$ cat src/rtl/skid_buffer_if.sv
// Handshake bundle between an upstream producer, the skid buffer and the
// downstream inverter stage.
interface skid_buffer_if #(
    parameter int N_BITS = 8
);
    // A word transfers on a rising clk edge exactly when its valid and ready are
    // both 1; valid may rise at any time, and data must hold until the transfer.
    logic [N_BITS-1:0] in_data;
    logic              in_valid;
    logic              in_ready;
    logic [N_BITS-1:0] out_data;
    logic              out_valid;
    logic              out_ready;

    modport slave (
        input  in_data, in_valid, out_ready,
        output in_ready, out_data, out_valid
    );

    modport master (
        output in_data, in_valid, out_ready,
        input  in_ready, out_data, out_valid
    );
endinterface

$ cat src/rtl/skid_buffer.sv
// Two-entry skid buffer: head register drives out_data, skid register absorbs a
// second word so in_ready/out_valid come purely from registered state.
module skid_buffer #(
    parameter int N_BITS = 8
) (
    input  logic               clk,
    input  logic               reset,
    skid_buffer_if.slave       bus,
    output logic [1:0]         count
);
    typedef enum logic [1:0] {
        EMPTY = 2'd0,
        HALF  = 2'd1,
        FULL  = 2'd2
    } state_e;

    state_e            state_q, state_d;
    logic [N_BITS-1:0] head_q, head_d;
    logic [N_BITS-1:0] skid_q, skid_d;
    logic              push;
    logic              pop;

    // The state value is the occupancy, so count doubles as the FSM debug view.
    assign count         = state_q;
    assign bus.out_valid = (state_q != EMPTY);
    assign bus.in_ready  = (state_q != FULL);
    assign bus.out_data  = head_q;

    assign push = bus.in_valid && bus.in_ready;
    assign pop  = bus.out_valid && bus.out_ready;

    always_ff @(posedge clk or negedge reset) begin
        if (!reset) begin
            state_q <= EMPTY;
            head_q  <= '0;
            skid_q  <= '0;
        end else begin
            state_q <= state_d;
            head_q  <= head_d;
            skid_q  <= skid_d;
        end
    end

    always_comb begin
        state_d = state_q;
        head_d  = head_q;
        skid_d  = skid_q;
        case (state_q)
            EMPTY: begin
                if (push) begin
                    head_d  = bus.in_data;
                    state_d = HALF;
                end
            end
            HALF: begin
                // A pop alone leaves head stale; out_valid already masks it.
                if (push && pop) begin
                    head_d = bus.in_data;
                end else if (push) begin
                    skid_d  = bus.in_data;
                    state_d = FULL;
                end else if (pop) begin
                    state_d = EMPTY;
                end
            end
            FULL: begin
                if (pop) begin
                    head_d  = skid_q;
                    state_d = HALF;
                end
            end
            default: begin
                state_d = EMPTY;
            end
        endcase
    end
endmodule

$ cat src/flat_wrapper.sv
// flat-port wrapper written by rule: the top's interface ports become plain ports
module skid_buffer_flat 
#(
    parameter int N_BITS = 8
)
  (clk, reset, count, bus_in_data, bus_in_valid, bus_out_ready, bus_in_ready, bus_out_data, bus_out_valid);
  skid_buffer_if #(.N_BITS(N_BITS)) bus_i ();
  input  logic clk;
  input  logic reset;
  output logic [1:0] count;
  input wire logic [$bits(bus_i.in_data)-1:0] bus_in_data;
  input wire logic [$bits(bus_i.in_valid)-1:0] bus_in_valid;
  input wire logic [$bits(bus_i.out_ready)-1:0] bus_out_ready;
  output wire logic [$bits(bus_i.in_ready)-1:0] bus_in_ready;
  output wire logic [$bits(bus_i.out_data)-1:0] bus_out_data;
  output wire logic [$bits(bus_i.out_valid)-1:0] bus_out_valid;
  assign bus_i.in_data = bus_in_data;
  assign bus_i.in_valid = bus_in_valid;
  assign bus_i.out_ready = bus_out_ready;
  assign bus_in_ready = bus_i.in_ready;
  assign bus_out_data = bus_i.out_data;
  assign bus_out_valid = bus_i.out_valid;
  skid_buffer #(.N_BITS(N_BITS)) u_core (.clk(clk), .reset(reset), .bus(bus_i), .count(count));
endmodule
$ cat config.mk
export PLATFORM = sky130hd
export DESIGN_NAME = skid_buffer_flat
export DESIGN_NICKNAME = d
export VERILOG_FILES = /design/src/rtl/skid_buffer_if.sv /design/src/rtl/skid_buffer.sv /design/src/flat_wrapper.sv
export SDC_FILE = /design/constraint.sdc
export NUM_CORES = 1
export LEC_CHECK = 0
export CAP_MARGIN = 25
export CORE_AREA = 2 2 53 55
export CTS_BUF_LIST = sky130_fd_sc_hd__clkbuf_8
export CTS_CLUSTER_SIZE = 12
export DETAILED_ROUTE_END_ITERATION = 7
export DIE_AREA = 0 0 55 57
export SETUP_SLACK_MARGIN = 0.1
export SYNTH_ARGS = -nofsm -noshare
export SYNTH_HDL_FRONTEND = slang
export SYNTH_SLANG_ARGS = --single-unit
$ cat constraint.sdc
create_clock -name clk -period 1.3 [get_ports clk]
set_input_delay 0.195 -clock clk [delete_from_list [all_inputs] [get_ports clk]]
set_output_delay 0.195 -clock clk [all_outputs]
set_load 0.005 [all_outputs]
==> flow_summary.json <==
{
  "status": "complete, but fails checks",
  "violations": "negative setup slack",
  "clk_latency_ns": 0.26,
  "final-setup-viol-count": 18,
  "slew_viol_final": 0,
  "yosys.area.top_type": "dfrtp_1",
  "diodes": 0,
  "leakage_nw": 0.698,
  "max_freq_ghz": 0.670,
  "overflow": 0,
  "slew_headroom_pct": 84.4,
  "grt_pass1_wl_mm": 3.22,
  "synth_nets": 70,
  "routed_wl_mm": 1.92,
  "max-vdd-ir-drop_mv": 1.28,
  "synthTopCellsByCount": "dfrtp_1 (18), mux2_2 (15), mux2_4 (8)",
  "min_period_over_period_pct": 115,
  "die_height_um": 57,
  "nets": 118,
  "timing.rr.end": "u_core.bus.out_data[3]",
  "yosysWarnings": 0,
  "clk_path_buf_depth": 2,
  "post-route-util_pct": 56.4,
  "path_cells": "buf_6, nor2b_4, buf_12, mux2_4, mux2_4",
  "grt_pass1_vias": 703,
  "netlist.area_leader.share_pct": 52.4,
  "critPathBufInv": 2,
  "dr.pass1.iters": 4,
  "min_path_type": "primary input to async pin",
  "die_area_um2": 3140,
  "antenna_found_initial": 0,
  "dr_total_vias": 622,
  "rows": 19,
  "cts_sinks": 18,
  "cts_hold_buf": 0,
  "initial_utilization_pct": 32.9,
  "worst-path-stages": 5,
  "path_class": "flop to flop",
  "die_w_um": 55,
  "cap_violations": 0,
  "track_usage_pct": 14.8,
  "skew_ns": 0.00102,
  "synth_area_um2": 860,
  "rsz0062_at_grt": "yes",
  "routabilityCongestion": 0.690,
  "post_drt_via_cell_ratio": 4.57,
  "placed_area_um2": 1270,
  "slowest_delay_ns": 0.42,
  "hold_violations": 0,
  "htreeDepth": 1,
  "arrival_ns": 1.64,
  "worst_pin_slew_ns": 0.234,
  "ys_async_sr_fraction_pct": 100,
  "cp_top_family": "multiplexers",
  "fin_crit_ns": 1.49,
  "syn_area_per_cell_um2": 14.8,
  "io_buffers": 23,
  "synth_cells": 58,
  "synthFlopType": "dfrtp_1",
  "hpwl_mm": 1.28,
  "synth_edf_count": 0,
  "drt_iter0_markers": 17,
  "wire_per_inst_um": 14.1,
  "fin_area_um2": 1470,
  "area_growth_pct": 71.5,
  "cp-end-kind": "flop",
  "layout-drive-gt1-share_pct": 58.1,
  "path_clk_slew_ns": 0.07,
  "cts_root_buf": "clkbuf_8",
  "r2r_start": "u_core.count[0]",
  "ant_nets": 0,
  "ios": 24,
  "cts_made_buffers": 3,
  "seq_area_frac_synth_pct": 52.4,
  "grt_max_degree": 19,
  "path_common_cell": "mux2_4",
  "rrSetupSlack_ns": -0.19,
  "cp_data_required_time_ns": 1.45,
  "synth_seq_cells": 18,
  "synth_area_leaders": "dfrtp_1 (52%), mux2_2 (20%), mux2_4 (14%)",
  "dpl_worst_slack_ns": -0.402,
  "total_power_mw": 2.31,
  "cp-start-kind": "flop",
  "synth_most_common_cell": "dfrtp_1",
  "synthDistinctLibCells": 18,
  "drc": 0,
  "core-area_um2": 2620,
  "p_per_area_nw_per_um2": 1570,
  "slowest_stage": "dfrtp_2",
  "cts_tree": "built",
  "worstPathMaxFanout": 5,
  "rr_worst_depth": 5,
  "fill_cells": 225,
  "setup_ws_ns": -0.193
}
-- sequential cells by signal, summed over array words and instances (netlist names) --
signal	count
u_core.bus.out_data	8
u_core.skid_q	8
u_core.count	2
-- per-layer routing --
layer	share of wire [%]	GRT usage [%]	vias to the layer above	routed length (um)
li1	-	-	295	-
met1	45	18.7	305	858
met2	48	22.4	18	919
met3	5.4	5.50	4	103
met4	2.0	6.27	0	38
met5	0	0	-	0
-- cells by family after synthesis --
logic type / after synthesis / share of synthesized area (%)
compound gates: 4 / 2.91
buf+inv: 3 / 2.62
flops: 18 / 52.4
mux: 25 / 36.1
simple gates: 8 / 5.97
-- worst max-delay path by stage --
stage	from	to	slack [ns]
after floorplan	u_core.count[1]	u_core.bus.out_data[0]	-0.10
after global placement	bus_out_ready	u_core.bus.out_data[4]	-0.35
after detailed placement	bus_out_ready	u_core.bus.out_data[6]	-0.40
after CTS	u_core.count[0]	u_core.bus.out_data[7]	-0.26
after global routing	u_core.count[0]	u_core.bus.out_data[5]	-0.24
final	u_core.count[0]	u_core.bus.out_data[3]	-0.19
-- layout make-up --
type,count,area (um^2),share of cell area [%]
clock buffer,4,55.1,3.74
inverter,1,3.75,0.255
multi-input combinational,37,479,32.5
sequential,18,452,30.6
tap,31,38.8,2.63
timing repair buffer,45,445,30.2
-- stage by stage --
step / std cells / hold WS, ns / setup TNS [ns]
5_1_grt: 136 / 0.285 / -3.85
3_3_place_gp: 120 / 0.491 / -5.49
2_1_floorplan: 58 / -0.101 / -0.916
3_5_place_dp: 120 / 0.500 / -6.18
6_report: 136 / 0.262 / -3.07
4_1_cts: 138 / 0.265 / -3.93
-- layout by cell type, fill, tap and decap left out, types with 2 or more instances in the layout --
master and count:
mux2_4 24, dfrtp_1 17, clkdlybuf4s50_1 11, buf_4 11
buf_6 10, dlygate4sd2_1 8, clkbuf_8 4, nor2b_4 3
buf_12 3, a21oi_1 2, clkbuf_2 2
-- what timing repair did --
action,CTS,global route
hold endpoints to repair,0,0
setup endpoints to repair,28,22
gates cloned,1,0
pin swaps,2,1
resized for setup,24,13
setup buffers,13,0
-- report_power, final --
part | internal (mW) | switching [mW]
Sequential | 0.761 | 0.115
Clock | 0.270 | 0.198
Combinational | 0.694 | 0.270
Total | 1.72 | 0.582
(Power assumes the default switching activity.)
